==> src/rtl/kernel_nios2_qsys_0_oci_dct_packer.sv <==
// Trace-code packer: gathers 2-bit codes into 30-bit frames and emits full, flushed or timed-out frames.
// Optional macro KERNEL_NIOS2_OCI_DCT_DROP_COUNT_EN enables the saturating dropped-frame counter.
module kernel_nios2_qsys_0_oci_dct_packer #(
    parameter int unsigned TIMEOUT = 64
) (
    input  logic        clk,
    input  logic        reset,
    input  logic        trc_on,
    input  logic        code_valid,
    input  logic [1:0]  code,
    input  logic        flush,
    input  logic        frame_ready,
    input  logic        overflow_clr,
    output logic [29:0] dct_buffer,
    output logic [3:0]  dct_count,
    output logic        frame_valid,
    output logic [29:0] frame_data,
    output logic [3:0]  frame_count,
    output logic        overflow,
    output logic [7:0]  drop_count
);

    localparam int unsigned TW       = (TIMEOUT < 2) ? 1 : $clog2(TIMEOUT);
    localparam int unsigned TMO_LAST = (TIMEOUT == 0) ? 0 : TIMEOUT - 1;
    localparam logic [TW-1:0] TMO_LAST_V = TW'(TMO_LAST);

    logic          accept;
    logic [29:0]   post_buf;
    logic [3:0]    post_cnt;
    logic [TW-1:0] tmo_cnt;
    logic          tmo_flush;
    logic          form;
    logic          stall;
    logic          drop;
    logic          load;

    // post_buf/post_cnt already include a same-cycle accept, so they serve as
    // the frame contents for both the full case (count 15) and any flush.
    always_comb begin
        accept    = trc_on & code_valid;
        post_buf  = accept ? {dct_buffer[27:0], code} : dct_buffer;
        post_cnt  = dct_count + 4'(accept);
        tmo_flush = (TIMEOUT != 0) && (dct_count != '0) && (tmo_cnt == TMO_LAST_V);
        form      = (accept && (dct_count == 4'd14)) ||
                    ((flush || tmo_flush) && (post_cnt != '0));
        stall     = frame_valid & ~frame_ready;
        drop      = form & stall;
        load      = form & ~stall;
    end

    always_ff @(posedge clk or posedge reset) begin
        if (reset) begin
            dct_buffer <= '0;
            dct_count  <= '0;
        end else if (form) begin
            dct_buffer <= '0;
            dct_count  <= '0;
        end else if (accept) begin
            dct_buffer <= post_buf;
            dct_count  <= post_cnt;
        end
    end

    always_ff @(posedge clk or posedge reset) begin
        if (reset) begin
            tmo_cnt <= '0;
        end else if ((TIMEOUT == 0) || accept || form || (dct_count == '0)) begin
            tmo_cnt <= '0;
        end else begin
            tmo_cnt <= tmo_cnt + 1'b1;
        end
    end

    always_ff @(posedge clk or posedge reset) begin
        if (reset) begin
            frame_valid <= 1'b0;
            frame_data  <= '0;
            frame_count <= '0;
        end else if (load) begin
            frame_valid <= 1'b1;
            frame_data  <= post_buf;
            frame_count <= post_cnt;
        end else if (frame_valid && frame_ready) begin
            frame_valid <= 1'b0;
        end
    end

    always_ff @(posedge clk or posedge reset) begin
        if (reset) begin
            overflow <= 1'b0;
        end else if (drop) begin
            overflow <= 1'b1;
        end else if (overflow_clr) begin
            overflow <= 1'b0;
        end
    end

`ifdef KERNEL_NIOS2_OCI_DCT_DROP_COUNT_EN
    always_ff @(posedge clk or posedge reset) begin
        if (reset) begin
            drop_count <= '0;
        end else if (overflow_clr) begin
            drop_count <= drop ? 8'd1 : 8'd0;
        end else if (drop && (drop_count != 8'hFF)) begin
            drop_count <= drop_count + 8'd1;
        end
    end
`else
    assign drop_count = '0;
`endif

endmodule

==> config.mk <==
export PLATFORM = sky130hd
export DESIGN_NAME = kernel_nios2_qsys_0_oci_dct_packer
export DESIGN_NICKNAME = d
export VERILOG_FILES = /design/src/rtl/kernel_nios2_qsys_0_oci_dct_packer.sv
export SDC_FILE = /design/constraint.sdc
export NUM_CORES = 1
export LEC_CHECK = 0
export ABC_CLOCK_PERIOD_IN_PS = 4780
export CAP_MARGIN = 10
export CORE_ASPECT_RATIO = 0.75
export CORE_UTILIZATION = 53
export CTS_CLUSTER_SIZE = 8
export DETAILED_ROUTE_END_ITERATION = 16
export MAX_ROUTING_LAYER = met4
export PLACE_DENSITY = 0.91
export SLEW_MARGIN = 20
export SYNTH_ARGS = -nofsm -noshare
export SYNTH_HDL_FRONTEND = slang
export SYNTH_SLANG_ARGS = --single-unit
==> constraint.sdc <==
create_clock -name clk -period 4.78 [get_ports clk]
set_clock_uncertainty 0.15 [all_clocks]
set_input_delay 0.478 -clock clk [delete_from_list [all_inputs] [get_ports clk]]
set_output_delay 0.478 -clock clk [all_outputs]
set_load 0.005 [all_outputs]
## Yosys cells after proc, flatten, opt, wreduce, memory -nomap -nowiden

Index checks and enable logic that the tools add are counted.

- Multiply operators: 0
- Equal/unequal tests: 2
- Order comparisons: 0
- $add $sub $neg: 2
- Reductions and logical operators: 14
- Divide/modulo/power cells: 0
- Muxes and demuxes: 10
- Shift-type cells: 0
- Bitwise gates (word level): 6

Operators with widths:

| operator | number |
|---|---|
| two-way mux 30 bit | 3 |
| two-way mux 4 bit | 2 |
| nonzero test 4 bit | 2 |
| adder 6 x 1 -> 6 bit, second input constant | 1 |
| equality test 6 bit, second input constant | 1 |
| two-way mux 6 bit | 1 |
| nonzero test 2 bit | 3 |
| adder 4 x 1 -> 4 bit | 1 |
| AND 1 bit | 4 |
| equality test 4 bit, second input constant | 1 |
| logical AND 1 bit | 4 |
| logical NOT 4 bit | 1 |
| logical OR 1 bit | 4 |
| two-way mux 1 bit | 4 |
| NOT 1 bit | 2 |

- Bits in registers: 76
- Logic and storage cells: 41
- Memories kept: 0
- Bits in read-only memories: 0
- RAM bits: 0
- Latch bits: 0

## Longest topological paths before layout

- Word-level depth: 8
- Gate-level depth with buffers: 10
- Gate-level depth less buffers: 8

## Least setup slack after synthesis

No wires, ideal clock.

- Path type: input -> register
- From: input trc_on
- To: register frame_data[10]
- Stages on the path: 10
- Arrival time: 2786 ps
- Slack: 1719 ps
- Data required time: 4505 ps
- Cells stage by stage: nand2_1 -> inv_2 -> buf_1 -> ha_1 -> ha_1 -> xor2_1 -> a211oi_2 -> a221oi_4 -> buf_8 -> mux2_4

- Cells in the longest elaborated chain, start to end: 6
- Elaborated cells between the ends (all ways): 8
- Those cells by class: add/sub (1); mux (1); bitwise (2); reduce/logical (4)

Ends and longest elaborated chain:

| item | line | source |
|---|---|---|
| start: declaration | 8 | `input logic trc_on,` |
| AND 1 bit * | 40 | `accept = trc_on & code_valid;` |
| adder 4 x 1 -> 4 bit | 42 | `post_cnt = dct_count + 4'(accept);` |
| nonzero test 4 bit | 45 | `((flush \|\| tmo_flush) && (post_cnt != '0));` |
| logical AND 1 bit | 45 |  |
| logical OR 1 bit | 44 | `form = (accept && (dct_count == 4'd14)) \|\|` |
| AND 1 bit | 48 | `load = form & ~stall;` |
| end signal: assignment | 81 | `frame_data <= post_buf;` |
| end: declaration | 17 | `output logic [29:0] frame_data,` |

Mark *: on every way between the ends. The rest lies on a longest branch, timed or not.
A chain may end at the register's enable or synchronous reset.

## Worst setup path after layout

- From: input trc_on
- To: register frame_data[7]

The elaborated chain is that of the path after synthesis.

==> flow_summary.yaml <==
critical_path:
  critPathKind: "in -> reg"
  crit_required_ns: 4.88
  cp.arrival_ns: 3.10
  path_common_cell: "ha_1"
  crit_path_cell_trace: "clkdlybuf4s50_1, nand2_1, inv_2, ha_1, ha_1, xor2_1, a211oi_2, a221oi_4, buf_4, mux2_4"
  max_stage_delay_ns: 0.46
  worst-path-max-fanout: 18
  r2r-end: "frame_valid"
  path_buf_inv: 3
  endpoint: "frame_data[7]"
  worstSetupEndpointType: "flip-flop"
  rrSetupSlack_ns: 1.98
  slowest_stage: "clkdlybuf4s50_1"
  worstRegToRegCells: 7
  reg2reg_from: "dct_count[0]"
  crit_cells: 10
  setup.worst_path.start: "trc_on"
  cp-start-kind: "primary input"
  cpLargestDelayFamily: "buffers and inverters"
placement:
  hpwl_um: 5140
  io_buffers: 78
  gp_congestion: 0.817
  pre_cts_slack_ns: 1.42
  place_area_mm2: 0.00421
clocking:
  tritoncts: "built"
  root_buffer: "clkbuf_8"
  clockBufferDepth: 2
  cts.sinks: 76
  cts_hold_buf: 0
  clkTransAtPathRegs_ns: 0.07
  cts_setup_buffers: 0
  clkLatencyLatePin_ns: 0.37
  cts_resized: 0
  ctsHtreeMaxLevel: 3
  cts_made_buffers: 9
floorplan:
  chipHeight_um: 71.5
  fp.coreArea_mm2: 0.00601
  dieArea_mm2: 0.00676
  start_util: 0.568
  die_w_um: 94.6
  pin_count: 87
  rows: 24
power:
  p_switching_uw: 466
  p_comb_frac: 0.238
  internal-power_uw: 1200
  swShare: 0.279
  total_leakage_power_uw: 0.00217
  power_density_mw_per_mm2: 378
  ir_drop_mv: 0.241
  p_clk_frac: 0.306
  power_uw: 1670
  pwr-share-seq: 0.456
global_route:
  grt_overflow_total: 0
  antenna_found_initial: 0
  grt_max_degree: 42
  grt_pass1_vias: 2509
  grt_usage: 0.258
  grt_pass1_wl_um: 12500
timing:
  worst_slack_ns: 1.78
  final_max_slew_viol_count: 0
  fin_setup_tns_ns: 0
  tightest_slew_ns: 0.823
  max_slew_margin: 0.450
  setup_viol: 0
  fin_crit_ns: 3.00
  timing.final.crit_share: 0.628
  clock.fmax_mhz: 333
  rsz0062_at_grt: "false"
  finalHoldViolations: 0
status:
  status: "finished, final reports clean"
final_layout:
  layout-drive-gt1-share: 0.164
  fillers: 410
  num_antenna_cells: 0
  nets: 397
  synthToLayoutAreaGrowth_pct: 29.4
  fin_area_mm2: 0.00441
  final_core_util: 0.735
synthesis:
  synth.most_common_cell: "nand2_1"
  synth_ff_type: "dfrtp_1"
  synthTopCellsByCount: "nand2_1, dfrtp_1, a21oi_1, mux2_4"
  netlist_instances: 304
  seq_area_frac_synth: 0.558
  synth_area_mm2: 0.00341
  ys_warn_count: 0
  synth.area.top_cells: "dfrtp_1, mux2_4, nand2_1"
  synth_edf_count: 0
  synth_top_area_share: 0.558
  yosys.area.top_type: "dfrtp_1"
  synth-seq-cells: 76
  syn_avg_cell_area_um2: 11.2
  async_reset_ff_frac: 1.00
  yosysUniqueCellTypes: 34
route:
  drt_wl_total_um: 7580
  final_antenna_net_count: 0
  vias: 2494
  drt_iter0_drc: 116
  wl_per_cell_um: 16.2
  dr.pass1.iters: 4
  drc: 0
  drt-vias-per-instance: 5.33
flow_run:
  cap_violations: 0
min_path:
  min_path_type: "reg -> reg"
cells by family after synthesis:
group | share of synthesized area
compound gates | 0.0797
xor+xnor | 0.0180
fa+ha+maj | 0.0110
buf+inv | 0.0485
flops | 0.558
mux | 0.141
other cells | 0.00110
simple gates | 0.143
power by group through the flow:
stage               combinational [µW]  sequential (µW)  clock (µW)
CTS                                399              761         516
detailed placement                 399              769           0
global placement                   387              770           0
global route                       425              769         544
finish                             397              761         510
floorplan                          234              763           0
cells in the final DEF (no fill, tap or decap):
cell type / instances
inv_1: 2
clkinvlp_4: 2
ha_1: 3
and3_1: 1
a22o_1: 1
nand3_1: 1
clkbuf_8: 11
a41oi_1: 1
inv_2: 2
buf_4: 6
clkdlybuf4s50_1: 78
or2_2: 2
nor2_1: 9
a2bb2oi_1: 1
xor2_1: 4
mux2_2: 4
clkbuf_1: 2
mux2_4: 29
conb_1: 8
a21oi_1: 33
a41oi_2: 1
nand4_1: 3
dfrtp_1: 76
xnor2_1: 3
a221oi_4: 1
nand2_1: 97
o211ai_1: 1
o21ai_2: 1
or4_4: 1
nor2b_1: 1
and2b_1: 1
a31o_2: 1
nand4_4: 1
a211oi_2: 1
bufinv_16: 1
layout make-up:
cell class                      count  area, µm²  share of cell area
Clock buffer                       13        159              0.0360
Tap cell                           78       97.6              0.0221
Sequential cell                    76       1900               0.431
Clock inverter                      3       45.0              0.0102
Inverter                            4       15.0             0.00340
Timing Repair Buffer               84        826               0.187
Multi-Input combinational cell    210       1370               0.310
stage by stage:
step | hold WS (ns) | cells
after floorplan | 0.283 | 311
after global placement | 0.299 | 452
after detailed placement | 0.326 | 452
after CTS | 0.336 | 468
after global routing | 0.361 | 468
final | 0.332 | 468
state kept, by name, summed over array words and instances, names as in the netlist:
register,cells
overflow,1
frame_count,4
frame_data,30
tmo_cnt,6
dct_buffer,30
frame_valid,1
dct_count,4
metal layers:
layer | share of wire | track usage
met2 | 0.47 | 0.391
met5 | 0 | -
met1 | 0.45 | 0.338
met4 | 0.016 | 0.0875
met3 | 0.068 | 0.0722
worst min path at each step:
| stage | from | end | depth (start not counted) |
|---|---|---|---|
| 2_1_floorplan | tmo_cnt[0] | tmo_cnt[0] | 1 |
| 3_3_place_gp | tmo_cnt[0] | tmo_cnt[0] | 1 |
| 3_5_place_dp | tmo_cnt[0] | tmo_cnt[0] | 1 |
| 4_1_cts | tmo_cnt[0] | tmo_cnt[0] | 1 |
| 5_1_grt | tmo_cnt[0] | tmo_cnt[0] | 1 |
| 6_report | tmo_cnt[0] | tmo_cnt[0] | 1 |
(Power assumes the default switching activity.)
